### config.mk
export PLATFORM = sky130hd
export DESIGN_NAME = spi_flash_arbiter
export DESIGN_NICKNAME = d
export VERILOG_FILES = /design/src/rtl/spi_flash_arbiter.sv
export SDC_FILE = /design/constraint.sdc
export NUM_CORES = 1
export LEC_CHECK = 0
export CORE_MARGIN = 2
export CORE_UTILIZATION = 49
export CTS_BUF_LIST = sky130_fd_sc_hd__clkbuf_8
export DETAILED_ROUTE_END_ITERATION = 16
export GPL_TIMING_DRIVEN = 0
export PLACE_DENSITY = 0.84
export SYNTH_ARGS = -nofsm -noshare
export SYNTH_HDL_FRONTEND = slang
export SYNTH_SLANG_ARGS = --single-unit
### constraint.sdc
create_clock -name clk -period 2.4 [get_ports clk]
set_input_delay 0.72 -clock clk [delete_from_list [all_inputs] [get_ports clk]]
set_output_delay 0.72 -clock clk [all_outputs]
set_load 0.005 [all_outputs]
### src/rtl/spi_flash_arbiter.sv
// Round-robin sequencer sharing the SPI flash word engine between two requesters.
// Each grant issues one READ command word, then streams N data words under a held chip-select.
module spi_flash_arbiter #(
    parameter logic [7:0]  READ_OPCODE    = 8'h03,
    parameter logic [15:0] TIMEOUT_CYCLES = 16'd4096
) (
    input  logic        clk,
    input  logic        reset_n,
    input  logic [1:0]  req,
    input  logic [23:0] req_addr0,
    input  logic [23:0] req_len0,
    input  logic [23:0] req_addr1,
    input  logic [23:0] req_len1,
    output logic [1:0]  grant,
    output logic [31:0] rd_data,
    output logic [1:0]  rd_valid,
    output logic [1:0]  done,
    output logic        error,
    output logic        eng_start,
    output logic [31:0] eng_wdata,
    output logic        eng_hold_ss,
    input  logic        eng_busy,
    input  logic        eng_done,
    input  logic [31:0] eng_rdata
);

    typedef enum logic [2:0] {
        S_IDLE,
        S_CMD,
        S_WAIT,
        S_DATA,
        S_FINISH,
        S_ABORT
    } state_e;

    localparam logic [15:0] TMO_LAST = TIMEOUT_CYCLES - 16'd1;

    state_e      state_q, state_d;
    logic [1:0]  grant_q, grant_d;
    logic        last_grant_q, last_grant_d;
    logic [23:0] addr_q, addr_d;
    logic [23:0] cnt_q, cnt_d;
    logic        data_phase_q, data_phase_d;
    logic [15:0] tmo_q, tmo_d;
    logic [31:0] rd_data_q, rd_data_d;
    logic [1:0]  rd_valid_q, rd_valid_d;
    logic [1:0]  done_q, done_d;
    logic        error_q, error_d;
    logic        eng_start_q, eng_start_d;
    logic [31:0] eng_wdata_q, eng_wdata_d;
    logic        eng_hold_q, eng_hold_d;
    logic        win;

    // last_grant_q holds the index of the previous owner; the other one wins a tie
    always_comb begin
        win = 1'b0;
        case (req)
            2'b01:   win = 1'b0;
            2'b10:   win = 1'b1;
            2'b11:   win = ~last_grant_q;
            default: win = 1'b0;
        endcase
    end

    always_comb begin
        state_d      = state_q;
        grant_d      = grant_q;
        last_grant_d = last_grant_q;
        addr_d       = addr_q;
        cnt_d        = cnt_q;
        data_phase_d = data_phase_q;
        tmo_d        = tmo_q;
        rd_data_d    = rd_data_q;
        rd_valid_d   = '0;
        done_d       = '0;
        error_d      = 1'b0;
        eng_start_d  = 1'b0;
        eng_wdata_d  = eng_wdata_q;
        eng_hold_d   = eng_hold_q;

        case (state_q)
            S_IDLE: begin
                if (req != 2'b00) begin
                    grant_d = win ? 2'b10 : 2'b01;
                    addr_d  = win ? req_addr1 : req_addr0;
                    cnt_d   = win ? req_len1 : req_len0;
                    state_d = S_CMD;
                end
            end
            S_CMD: begin
                if (!eng_busy) begin
                    eng_start_d  = 1'b1;
                    eng_wdata_d  = {READ_OPCODE, addr_q};
                    eng_hold_d   = (cnt_q != '0);
                    data_phase_d = 1'b0;
                    tmo_d        = '0;
                    state_d      = S_WAIT;
                end
            end
            S_WAIT: begin
                // eng_done wins over a timeout expiring in the same cycle
                if (eng_done) begin
                    if (data_phase_q) begin
                        rd_data_d  = eng_rdata;
                        rd_valid_d = grant_q;
                        cnt_d      = cnt_q - 24'd1;
                        state_d    = (cnt_q == 24'd1) ? S_FINISH : S_DATA;
                    end else begin
                        state_d = (cnt_q == '0) ? S_FINISH : S_DATA;
                    end
                end else if (tmo_q >= TMO_LAST) begin
                    state_d = S_ABORT;
                end else begin
                    tmo_d = (tmo_q == '1) ? tmo_q : tmo_q + 16'd1;
                end
            end
            S_DATA: begin
                if (!eng_busy) begin
                    eng_start_d  = 1'b1;
                    eng_wdata_d  = '0;
                    eng_hold_d   = (cnt_q != 24'd1);
                    data_phase_d = 1'b1;
                    tmo_d        = '0;
                    state_d      = S_WAIT;
                end
            end
            S_FINISH: begin
                done_d       = grant_q;
                last_grant_d = grant_q[1];
                grant_d      = '0;
                state_d      = S_IDLE;
            end
            S_ABORT: begin
                error_d      = 1'b1;
                last_grant_d = grant_q[1];
                grant_d      = '0;
                state_d      = S_IDLE;
            end
            default: begin
                state_d = S_IDLE;
                grant_d = '0;
            end
        endcase
    end

    always_ff @(posedge clk or negedge reset_n) begin
        if (!reset_n) begin
            state_q      <= S_IDLE;
            grant_q      <= '0;
            last_grant_q <= 1'b1;
            addr_q       <= '0;
            cnt_q        <= '0;
            data_phase_q <= 1'b0;
            tmo_q        <= '0;
            rd_data_q    <= '0;
            rd_valid_q   <= '0;
            done_q       <= '0;
            error_q      <= 1'b0;
            eng_start_q  <= 1'b0;
            eng_wdata_q  <= '0;
            eng_hold_q   <= 1'b0;
        end else begin
            state_q      <= state_d;
            grant_q      <= grant_d;
            last_grant_q <= last_grant_d;
            addr_q       <= addr_d;
            cnt_q        <= cnt_d;
            data_phase_q <= data_phase_d;
            tmo_q        <= tmo_d;
            rd_data_q    <= rd_data_d;
            rd_valid_q   <= rd_valid_d;
            done_q       <= done_d;
            error_q      <= error_d;
            eng_start_q  <= eng_start_d;
            eng_wdata_q  <= eng_wdata_d;
            eng_hold_q   <= eng_hold_d;
        end
    end

    assign grant       = grant_q;
    assign rd_data     = rd_data_q;
    assign rd_valid    = rd_valid_q;
    assign done        = done_q;
    assign error       = error_q;
    assign eng_start   = eng_start_q;
    assign eng_wdata   = eng_wdata_q;
    assign eng_hold_ss = eng_hold_q;

endmodule

== Yosys cells after proc, flatten, opt, wreduce, memory -nomap -nowiden ==
Cells that the tools add are included.

* Latch bits: 0
* Input port bits: 134
* Bits in writable memories: 0
* Register bits: 142
* Memories kept: 0
* Output and inout port bits: 73
* Bits in read-only memories: 0
* Word-level logic and storage cells: 95

* Divide/modulo/power cells: 0
* Bitwise operators: 2
* Equality and inequality tests: 20
* Reduce and logical (&&, ||, !) cells: 17
* $lt $le $gt $ge: 1
* $mul: 0
* $add $sub $neg: 2
* Shift operators: 0
* Muxes and demuxes: 39

{| class="wikitable"
|+ Operator list
! cell !! number
|-
| 24-bit 2-to-1 mux || 5
|-
| 16-bit 2-to-1 mux || 4
|-
| 32-bit 2-to-1 mux || 2
|-
| 32-bit one-hot mux with 2 select lines || 1
|-
| 24-bit one-hot mux with 2 select lines || 1
|-
| 16-bit one-hot mux with 2 select lines || 1
|-
| 24-bit by 1-bit == test with 1-bit output, second input constant || 1
|-
| 24-bit logical NOT || 1
|-
| 24-bit by 1-bit inequality test with 1-bit output, second input constant || 1
|-
| 24-bit nonzero test || 1
|-
| 24-bit by 1-bit subtractor with 24-bit output, second input constant || 1
|-
| 3-bit 2-to-1 mux || 7
|-
| 2-bit inequality test, second input constant || 9
|-
| 16-bit by 1-bit adder with 16-bit output, second input constant || 1
|-
| 16-bit == test, second input constant || 1
|-
| 16-bit by 12-bit greater-or-equal comparator with 1-bit output, second input constant || 1
|-
| 2-bit 2-to-1 mux || 6
|-
| 3-bit one-hot mux with 3 select lines || 1
|-
| 3-bit AND reduction || 3
|-
| 2-bit nonzero test || 4
|-
| 1-bit 2-to-1 mux || 7
|-
| 3-bit by 2-bit == test with 1-bit output, second input constant || 2
|-
| 3-bit == test, second input constant || 2
|-
| 1-bit one-hot mux with 2 select lines || 3
|-
| 11 further kinds || 15
|}

== Depth between registers and ports, before layout ==
* Depth after elaboration: 5
* Depth in mapped cells: 7
* Depth with buffers taken out: 6

== Least setup slack after synthesis ==
OpenSTA, ideal clock, no wires.

* Kind: input to register
* Start: in eng_done
* End: reg tmo_q[6]
* Setup slack: 0.057 ns
* Cell stages on the path: 5
* Setup time: 0.077 ns
* Arrival time: 2.266 ns
* Path through: or4_4 or4_1 buf_2 or4_1 a21oi_1

* Word-level cells in the longest chain between the ends: 2

{| class="wikitable"
|+ RTL lines
! what !! RTL line !! source
|-
| start: declaration || 23 || <nowiki>input logic eng_done,</nowiki>
|-
| 2-bit inequality test (no source line) || - ||
|-
| 5-bit AND reduction (no source line) || - ||
|-
| end signal: assignment || 169 || <nowiki>tmo_q <= tmo_d;</nowiki>
|-
| end: declaration || 44 || <nowiki>logic [15:0] tmo_q, tmo_d;</nowiki>
|}

Every way passes these cells.
A chain may end at the register's enable or synchronous reset.

== Worst setup path after layout ==
* Start: in eng_busy
* End: reg eng_wdata_q[5], in the netlist eng_wdata[5]

* Word-level cells in the longest chain between the ends: 2

{| class="wikitable"
|+ RTL lines
! what !! RTL line !! source
|-
| start: declaration || 22 || <nowiki>input logic eng_busy,</nowiki>
|-
| 2-bit inequality test (no source line) || - ||
|-
| 3-bit AND reduction (no source line) * || - ||
|-
| end signal: assignment || 175 || <nowiki>eng_wdata_q <= eng_wdata_d;</nowiki>
|-
| end: declaration || 50 || <nowiki>logic [31:0] eng_wdata_q, eng_wdata_d;</nowiki>
|}

Every way passes the cells marked *; elsewhere a longest branch is shown, timed or not.

==> impl_results.md <==
- Leading area contributor after synthesis: dfrtp_1
- Peak supply drop: 447 uV
- Clock Latency Late Sink: 0.44 ns
- Unrepaired setup endpoints after global routing: true
- Clock transition at path regs: 0.08 ns
- Final hold slack: 0.243 ns
- Critical Path Max Stage Delay: 0.47 ns
- GRT Util Overall: 0.283
- Die height: 121 microns
- Final net count: 1014
- Fin util: 0.707
- Final setup violation count: 0
- Worst reg-to-reg path cell count: 5
- Hold Fails Final Rpt: 0
- Clk_skew: 0.0177 ns
- H-tree Lvls: 4
- PD cells: 1120 nW/um^2
- Final period util: 0.965
- Maximum root-to-sink buffer count: 2
- Worst path most repeated cell: clkbuf_1
- Gate Count Post-Synth: 652
- CTS root buffer: clkbuf_8
- Path type of the worst min-delay path: in -> async
- Core area: 13300 sq um
- Initial Util: 0.505
- Worst reg2reg path startpoint: state_q[2]$_DFFE_PN0P_
- Clk sinks: 135
- DR vias: 6343
- Floorplan row count: 42
- First-pass GRT wire length: 32700 microns
- Reg2reg end: tmo_q[5]$_DFFE_PN0P_
- Slowest-stage cell, CP: clkdlybuf4s50_1
- Kind of critical path: in -> reg
- DR top layer: met5
- Global route overflow: 0
- Multi-input gate area: 3130 sq um
- Required time of the critical path: 2.69 ns
- Global placement routability congestion: 0.914
- Largest net degree at the start of global routing: 81
- Synth Register Bits: 135
- Die area: 14700 sq um
- Synthesized area per cell: 10.3 sq um
- Largest cells by area after synthesis: dfrtp_1, mux2_2, nand2_1
- Synth top area share: 0.499
- Synth Cell Area: 6720 sq um
- R2R setup slack: 0.09 ns
- WL met1: 7840 microns
- Outcome: completed
- Metal3 WL: 1880 microns
- Area grow syn2layout: 40.0%
- Final WL: 20300 microns
- Arr. time, crit path: 2.61 ns
- Synth Warn #: 0
- Drc violations: 0
- CP endpoint kind: register
- Fin. max-slew vios: 0
- Startpoint types: input pin
- Fmax: 0.432 GHz
- Leak: 3.98 nW
- Fraction of layout cells with a size suffix above 1: 0.139
- IO Pins: 207
- Overall Power: 10.5 mW
- Max FO, Critical Path: 10
- Number of nets with antenna violations after routing: 0
- Drt via density: 5.96
- Port buffer count: 199
- Sequential cell area: 3380 sq um
- Post-layout min period: 2.32 ns
- DP Wirelength: 15200 microns
- Max-cap violations: 0
- CP Cell Sequence: clkdlybuf4s50_1, or3b_2, clkbuf_1, clkbuf_2, clkbuf_1, nand2_1, o21ai_0
- Die X: 121 microns
- Slew margin rel.: 0.590
- CTS Hold Bufs: 0
- Pre-Repair DR Iteration Count: 5
- Number of flops mapped to enable cells by yosys: 0
- Vias in the first global route: 6543
- Unique masters post-synth: 65
- Final Cell Area: 9400 sq um
- Slew @ Worst Pin: 0.610 ns
- Cell count after placement: 1033
- CTS tree: yes
- Number of antenna violations at the first check in global routing: 1
- Metal2 WL: 10100 microns
- Post-synthesis async set-or-reset flop share: 1.00
- FILL cells: 981
- Placed Area: 8980 sq um
- Total CTS buffers: 17
- Seq/Total Area, Yosys: 0.503
- Initial DRC count: 606
- # diodes: 0
- Top FF cell, synth: dfrtp_1
- Non-filler cells, final: 1065
- DR WL/cell: 19.0 microns
==> report_power, final <==
group	leakage (nW)	total (mW)	internal (mW)	switching, mW
sequential	1.69	4.01	3.26	0.746
clock	0.180	1.80	0.852	0.950
combinational	2.11	4.70	2.48	2.22
total	3.98	10.5	6.59	3.92
==> layer usage <==
metal	track usage	up-vias
li1	-	2874
met1	0.347	3045
met2	0.488	378
met3	0.0634	44
met4	0.108	2
met5	0	-
==> state kept, by name, summed over array words and instances (netlist names) <==
register,flops
rd_data,32
tmo_q,16
grant,2
error,1
last_grant_q,1
eng_wdata,25
done,2
eng_start,1
state_q,3
addr_q,24
rd_valid,2
eng_hold_ss,1
data_phase_q,1
cnt_q,24
==> worst max-delay path by stage <==
stage,to,slack [ns],startpoint,cells past startpoint
4_1_cts,cnt_q[12]$_DFFE_PN0P_,0.02,req[1],6
2_1_floorplan,tmo_q[6]$_DFFE_PN0P_,0.06,eng_done,5
3_3_place_gp,eng_wdata[11]$_DFFE_PN0P_,-4.50,reset_n,1
6_report,eng_wdata[5]$_DFFE_PN0P_,0.08,eng_busy,7
3_5_place_dp,tmo_q[6]$_DFFE_PN0P_,-0.64,eng_done,6
5_1_grt,cnt_q[16]$_DFFE_PN0P_,-0.007,state_q[1]$_DFFE_PN0P_,7
==> area by class of cell <==
class,count,share of cell area
multi-input cells,461,0.333
inverters,8,0.00319
repair buffers,200,0.215
clock inverters,14,0.0136
well taps,176,0.0234
plain buffers,53,0.0261
flip-flops and latches,135,0.359
clock buffers,18,0.0263
==> repair_timing <==
action | in CTS | in global routing
resized for setup | 6 | 30
setup endpoints to repair | 55 | 69
setup buffers | 0 | 0
pin swaps | 0 | 1
==> cells in the mapped netlist, drive strengths merged, types with 3 or more instances <==
cell    count
o41ai       3
o21ai      43
nand4      10
o32a        3
and3       36
nor4b       3
a221o      24
clkbuf     42
o211ai      9
inv         8
and2        9
o22a        4
a21oi      13
nand4b      3
ha          4
nor2b       3
nor4        7
or4         8
nand2b     26
mux2       42
nor2       28
buf        11
a32o        5
dfrtp     134
and4        5
a31o        3
nor3        7
o22ai       4
nand2      71
mux2i       9
or3         7
a32oi       4
o311ai      6
nand3      13
a31oi       9
a22oi       3
or2         6
==> through the flow <==
step	setup slack (ns)	setup TNS [ns]
final	0.0834	0
after global routing	-0.00693	-0.0108
after CTS	0.0216	0
after detailed placement	-0.642	-50.68
after global placement	-4.50	-652.01
after floorplan	0.0568	0
==> critical path: cells and delay by family <==
family / cells / cell delay [ns]
buffers and inverters: 4 / 1.18
AND/OR/NAND/NOR: 2 / 0.59
AO/OA/AOI/OAI: 1 / 0.10
==> kinds of logic after synthesis <==
logic type	Yosys count	synth area share
DFF	135	0.503
muxes	51	0.0838
buffers and inverters	61	0.0386
AOI/OAI and AO/OA	150	0.163
adders and majority gates	4	0.00745
other	1	0.000558
and+or+nand+nor	250	0.204
==> cell usage in the layout, fill, tap and decap left out, types with 5 or more instances in the layout <==
| master | instances |
|---|---|
| a21oi_1 | 13 |
| a221o_1 | 24 |
| a31oi_1 | 9 |
| a32o_1 | 5 |
| and2_1 | 8 |
| and3_1 | 36 |
| and4_1 | 5 |
| buf_2 | 5 |
| buf_4 | 7 |
| clkbuf_1 | 29 |
| clkbuf_2 | 11 |
| clkbuf_8 | 18 |
| clkdlybuf4s50_1 | 197 |
| clkinvlp_4 | 5 |
| conb_1 | 6 |
| dfrtp_1 | 134 |
| inv_1 | 8 |
| mux2_2 | 42 |
| mux2i_1 | 9 |
| nand2_1 | 71 |
| nand2b_1 | 26 |
| nand3_1 | 13 |
| nand4_1 | 10 |
| nor2_1 | 27 |
| nor3_1 | 6 |
| o211ai_1 | 9 |
| o21ai_0 | 43 |
| o311ai_0 | 5 |
| or2_2 | 5 |
| or3_1 | 7 |
| or4_1 | 7 |
Power figures use the tool's default switching activity.
